===== src/rtl/dsp_pkg.sv =====
// Shared DSP helpers: fixed-point fraction bits of a coefficient and the matching
// round-half-up constant. Coefficients carry 3 integer bits, giving a [-4, 4) range.
package dsp_pkg;

    function automatic int coef_frac_bits(input int coef_width);
        return coef_width - 3;
    endfunction

    function automatic int round_const(input int coef_width);
        return 1 << (coef_frac_bits(coef_width) - 1);
    endfunction

endpackage


===== src/rtl/biquad_round_sat.sv =====
// Accumulator-to-sample conversion: add half an LSB, arithmetic shift right by the
// coefficient fraction bits, then clamp to the signed sample range.
module biquad_round_sat
    import dsp_pkg::*;
#(
    parameter int SAMPLE_WIDTH = 8,
    parameter int COEF_WIDTH   = 16,
    parameter int ACC_WIDTH    = 27
) (
    input  logic signed [ACC_WIDTH-1:0]    acc_i,
    output logic signed [SAMPLE_WIDTH-1:0] y_o
);

    localparam int F = coef_frac_bits(COEF_WIDTH);
    localparam logic signed [ACC_WIDTH-1:0] RND     = ACC_WIDTH'(round_const(COEF_WIDTH));
    localparam logic signed [ACC_WIDTH-1:0] SAT_MAX = ACC_WIDTH'((1 << (SAMPLE_WIDTH - 1)) - 1);
    localparam logic signed [ACC_WIDTH-1:0] SAT_MIN = ACC_WIDTH'(-(1 << (SAMPLE_WIDTH - 1)));

    logic signed [ACC_WIDTH-1:0] sum;
    logic signed [ACC_WIDTH-1:0] shifted;

    // The accumulator has guard bits to spare, so adding the rounding constant cannot overflow.
    always_comb begin
        sum     = acc_i + RND;
        shifted = sum >>> F;
        if (shifted > SAT_MAX) begin
            y_o = SAT_MAX[SAMPLE_WIDTH-1:0];
        end else if (shifted < SAT_MIN) begin
            y_o = SAT_MIN[SAMPLE_WIDTH-1:0];
        end else begin
            y_o = shifted[SAMPLE_WIDTH-1:0];
        end
    end

endmodule


===== src/rtl/fast_biquad_filter.sv =====
// Full-rate Direct Form I biquad: y = b0*x + b1*x1 + b2*x2 - a1*y1 - a2*y2, one sample per clk,
// output registered on the same edge that accepts the input.
module fast_biquad_filter
    import dsp_pkg::*;
#(
    parameter int SAMPLE_WIDTH = 8,
    parameter int COEF_WIDTH   = 16
) (
    input  logic                           clk,
    input  logic                           reset,
    input  logic signed [COEF_WIDTH-1:0]   b0,
    input  logic signed [COEF_WIDTH-1:0]   b1,
    input  logic signed [COEF_WIDTH-1:0]   b2,
    input  logic signed [COEF_WIDTH-1:0]   a1,
    input  logic signed [COEF_WIDTH-1:0]   a2,
    input  logic signed [SAMPLE_WIDTH-1:0] in,
    input  logic                           in_valid,
    output logic signed [SAMPLE_WIDTH-1:0] out,
    output logic                           out_valid
);

    localparam int PROD_W = SAMPLE_WIDTH + COEF_WIDTH;
    localparam int ACC_W  = PROD_W + 3;

    logic signed [SAMPLE_WIDTH-1:0] x1_q, x2_q, y2_q, out_q;
    logic                           out_valid_q;
    logic signed [PROD_W-1:0]       p_b0, p_b1, p_b2, p_a1, p_a2;
    logic signed [ACC_W-1:0]        acc_d;
    logic signed [SAMPLE_WIDTH-1:0] y_d;

    // out_q doubles as y[n-1]: the feedback uses exactly the saturated value driven on out.
    always_comb begin
        p_b0  = PROD_W'(b0) * PROD_W'(in);
        p_b1  = PROD_W'(b1) * PROD_W'(x1_q);
        p_b2  = PROD_W'(b2) * PROD_W'(x2_q);
        p_a1  = PROD_W'(a1) * PROD_W'(out_q);
        p_a2  = PROD_W'(a2) * PROD_W'(y2_q);
        acc_d = ACC_W'(p_b0) + ACC_W'(p_b1) + ACC_W'(p_b2) - ACC_W'(p_a1) - ACC_W'(p_a2);
    end

    biquad_round_sat #(
        .SAMPLE_WIDTH (SAMPLE_WIDTH),
        .COEF_WIDTH   (COEF_WIDTH),
        .ACC_WIDTH    (ACC_W)
    ) u_round_sat (
        .acc_i (acc_d),
        .y_o   (y_d)
    );

    always_ff @(posedge clk) begin
        if (reset) begin
            x1_q        <= '0;
            x2_q        <= '0;
            y2_q        <= '0;
            out_q       <= '0;
            out_valid_q <= 1'b0;
        end else if (in_valid) begin
            x1_q        <= in;
            x2_q        <= x1_q;
            y2_q        <= out_q;
            out_q       <= y_d;
            out_valid_q <= 1'b1;
        end else begin
            out_valid_q <= 1'b0;
        end
    end

    assign out       = out_q;
    assign out_valid = out_valid_q;

endmodule


===== config.mk =====
export PLATFORM = sky130hd
export DESIGN_NAME = fast_biquad_filter
export DESIGN_NICKNAME = d
export VERILOG_FILES = /design/src/rtl/dsp_pkg.sv /design/src/rtl/biquad_round_sat.sv /design/src/rtl/fast_biquad_filter.sv
export SDC_FILE = /design/constraint.sdc
export NUM_CORES = 2
export LEC_CHECK = 0
export CORE_MARGIN = 2
export CORE_UTILIZATION = 25
export CTS_BUF_LIST = sky130_fd_sc_hd__clkbuf_16
export DETAILED_ROUTE_END_ITERATION = 12
export PLACE_DENSITY = 0.46
export SLEW_MARGIN = 20
export SYNTH_ARGS = -nofsm -noshare
export SYNTH_HDL_FRONTEND = slang
export SYNTH_SLANG_ARGS = --single-unit

===== constraint.sdc =====
create_clock -name clk -period 12.1 [get_ports clk]
set_clock_uncertainty 0.15 [all_clocks]
set_input_delay 2.42 -clock clk [delete_from_list [all_inputs] [get_ports clk]]
set_output_delay 2.42 -clock clk [all_outputs]
set_load 0.005 [all_outputs]

==> metrics.md <==
| Metric | Value |
|---|---|
| Status | `finished clean` |
| Hold WC Path Type | `register to register` |
| Tightest Pin Transition | `0.9895 ns` |
| Final setup vio count | `0` |
| DR vias/cell | `4.162` |
| Post-cts repair resize count | `0` |
| Relative slew slack | `33.94%` |
| Detail Placement HPWL | `about 61000 µm` |
| Largest net degree at the start of global routing | `35` |
| Wirelength per Cell | `17.51 µm` |
| GR Util All Layers | `between 10% and 20%` |
| CTS tree | `done` |
| RSZ-0062 raised after global routing | `false` |
| Proportion of layout cells with a drive suffix above 1 | `approximately 2.0%` |
| Seq/Total Area, Yosys | `under 10%` |
| Register Area | `between 600 and 700 µm²` |
| # IOs | `100` |
| Final period util | `~89%` |
| Syn Nets | `approximately 3500` |
| Prevailing post-synth register cell | `dfxtp_1` |
| Non-Filler Instances | `roughly 3900` |
| Overflow after GRT | `0` |
| Post-layout min period | `~11 ns` |
| Via count | `16060` |
| TritonCTS Buffers | `5` |
| Worst setup path startpoint | `in[7]` |
| Fill cells | `10640` |
| Fin. Hold Viols | `0` |
| WL final | `about 68000 µm` |
| Vias in the first global route | `between 15000 and 20000` |
| Root Driver | `clkbuf_16` |
| First-pass GRT wire length | `~110000 µm` |
| H-tree level count | `2` |
| Area growth syn-to-layout | `10.64%` |
| Yosys warning count | `0` |
| Initial antenna violation count | `4` |
| Die ar. | `~100000 µm²` |
| Final Max Slew Viols | `0` |
| Overall die width | `approximately 320 µm` |
| Clock Path Buffers | `2` |
| Post-Syn Instances | `~2500` |
| # clock sinks | `33` |
| Area of the multi-input gates | `21420 µm²` |
| I/O Buffers | `99` |
| Fraction of registers with async set/reset | `0%` |
| WP data required | `12.18 ns` |
| Worst Hold Launch | `y2_q[0]$_SDFFE_PP0P_` |
| Worst setup SP type | `input pin` |
| Setup TNS | `0 ns` |
| Register bit total from synthesis | `33` |
| Synth area leaders | `fa_1 59%, inv_1 10%, and2_1 7.9%` |
| Synth area leader | `fa_1` |
| Total of max-cap violations | `0` |
| Row cnt | `roughly 120` |
| Most common cell after layout, fill and taps aside | `fa_1` |
| Top cell type's share of synthesized area | `roughly three fifths` |
| Core ar. | `between 90000 and 100000 µm²` |
| FF-to-FF Start | `out[4]$_SDFFE_PP0P_` |
| Reg clk slew, reported paths | `around 0.060 ns` |
| Post-route DRC | `0` |
| Crit path DAT | `10.83 ns` |
| Hold WS | `roughly 0.36 ns` |
| Number of synthesized flops with an enable pin | `0` |
| Inst Count DP | `~3900` |
| Crit Path Class | `input pin to register` |
| Synth Cell Area | `24850 µm²` |
| Distinct cells, synth | `53` |
| R2r setup slk | `3.46 ns` |
| Crit-path max FO | `18` |
| Fmax | `0.09300 GHz` |
| CTS Hold Bufs | `0` |
| # diodes | `0` |
| Final weighted congestion in routability-driven placement | `0.8532` |
| TritonRoute pass-1 iters | `5` |
| Setup Fix Bufs, Post-CTS | `0` |
| Crit. End Element | `register` |
| DIE HEIGHT | `about 320 µm` |
| Most frequent cells in the layout | `730 x fa_1, 678 x inv_1, 315 x and2_1` |
| Nets@finish | `~3500` |
| Clock Latency Late Sink | `0.30 ns` |
| Post-DRT Antenna Nets | `0` |
| Syn avg cell area | `9.909 µm²` |
| Starting Density | `around a quarter` |
| Iteration-0 DRC Markers | `731` |
## cells in the mapped netlist (8+ instances only)
library cell / n
clkbuf_1: 55
fa_1: 730
a21oi_1: 18
nor2b_1: 48
nand2_1: 255
nand2b_1: 21
inv_1: 677
ha_1: 151
xnor2_1: 16
a21o_1: 10
nor2_1: 50
dfxtp_1: 33
and2_1: 315
a211oi_2: 9
xor2_1: 11
mux2i_1: 26
o21ai_0: 8
## state kept, by name (all words and copies together), names as in the netlist
signal	flops
out	8
x1_q	8
x2_q	8
y2_q	8
out_valid	1
## cell type report
class | instances | area share (%)
clock buffer | 5 | 0.4550
clock inverter | 3 | 0.05005
inverter | 677 | 9.242
multi-input combinational | 1738 | 77.92
sequential | 33 | 2.403
tap | 1287 | 5.856
timing repair buffer | 117 | 4.077
## worst max-delay path, cell delays in order
cell and delay, ns:
clkdlybuf4s50_1 0.80, and2b_2 0.43, fa_1 0.53, fa_1 0.45
fa_1 0.60, inv_1 0.07, fa_1 0.45, fa_1 0.54
inv_1 0.06, fa_1 0.44, fa_1 0.48, fa_1 0.49
inv_1 0.05, fa_1 0.48, inv_1 0.05, ha_1 0.30
a211oi_1 0.23, nand2_1 0.12, o2111ai_1 0.43, nor3_1 0.07
or2_1 0.29, a41oi_2 0.33, xor2_4 0.33, o22ai_4 0.18
a211oi_2 0.20
## final timing paths
check,to,cells past startpoint
worst min register to register,y2_q[0]$_SDFFE_PP0P_,2
worst max register to register,out[0]$_SDFFE_PP0P_,24
worst min-delay path,y2_q[0]$_SDFFE_PP0P_,2
worst max-delay path,out[0]$_SDFFE_PP0P_,25
## metal layers
layer  global-route usage (%)  vias up  routed length (µm)
met2                    25.77      232               36060
met4                    2.872        8                1541
li1                         -     7262                   -
met5                        0        -                  43
met1                    18.35     8510               28370
met3                   0.9526       52                1587
## per-stage QoR
stage / area (µm²) / worst slack [ns] / util (%)
CTS: 27500 / 1.371 / 27.94
global route: 27500 / 0.9178 / 27.94
floorplan: 24850 / 2.374 / -
finish: 27500 / 1.347 / 27.94
detailed placement: 27360 / 1.080 / 27.80
global placement: 27360 / 1.123 / 27.80
## cell families (layout without fill, tap and decap cells)
logic type      Yosys count  count (layout)  synth area share (%)
buf+inv                 737             802                 11.14
compound gates           75              75                 2.336
flops                    33              33                 2.658
mux                      26              26                 1.047
simple gates            728             728                 15.36
xor+xnor                 28              28                 1.062
fa+ha+maj               881             881                 66.40
Power is not shown: default switching activity piles up to over one toggle a cycle in this logic, so the estimate is an artifact.
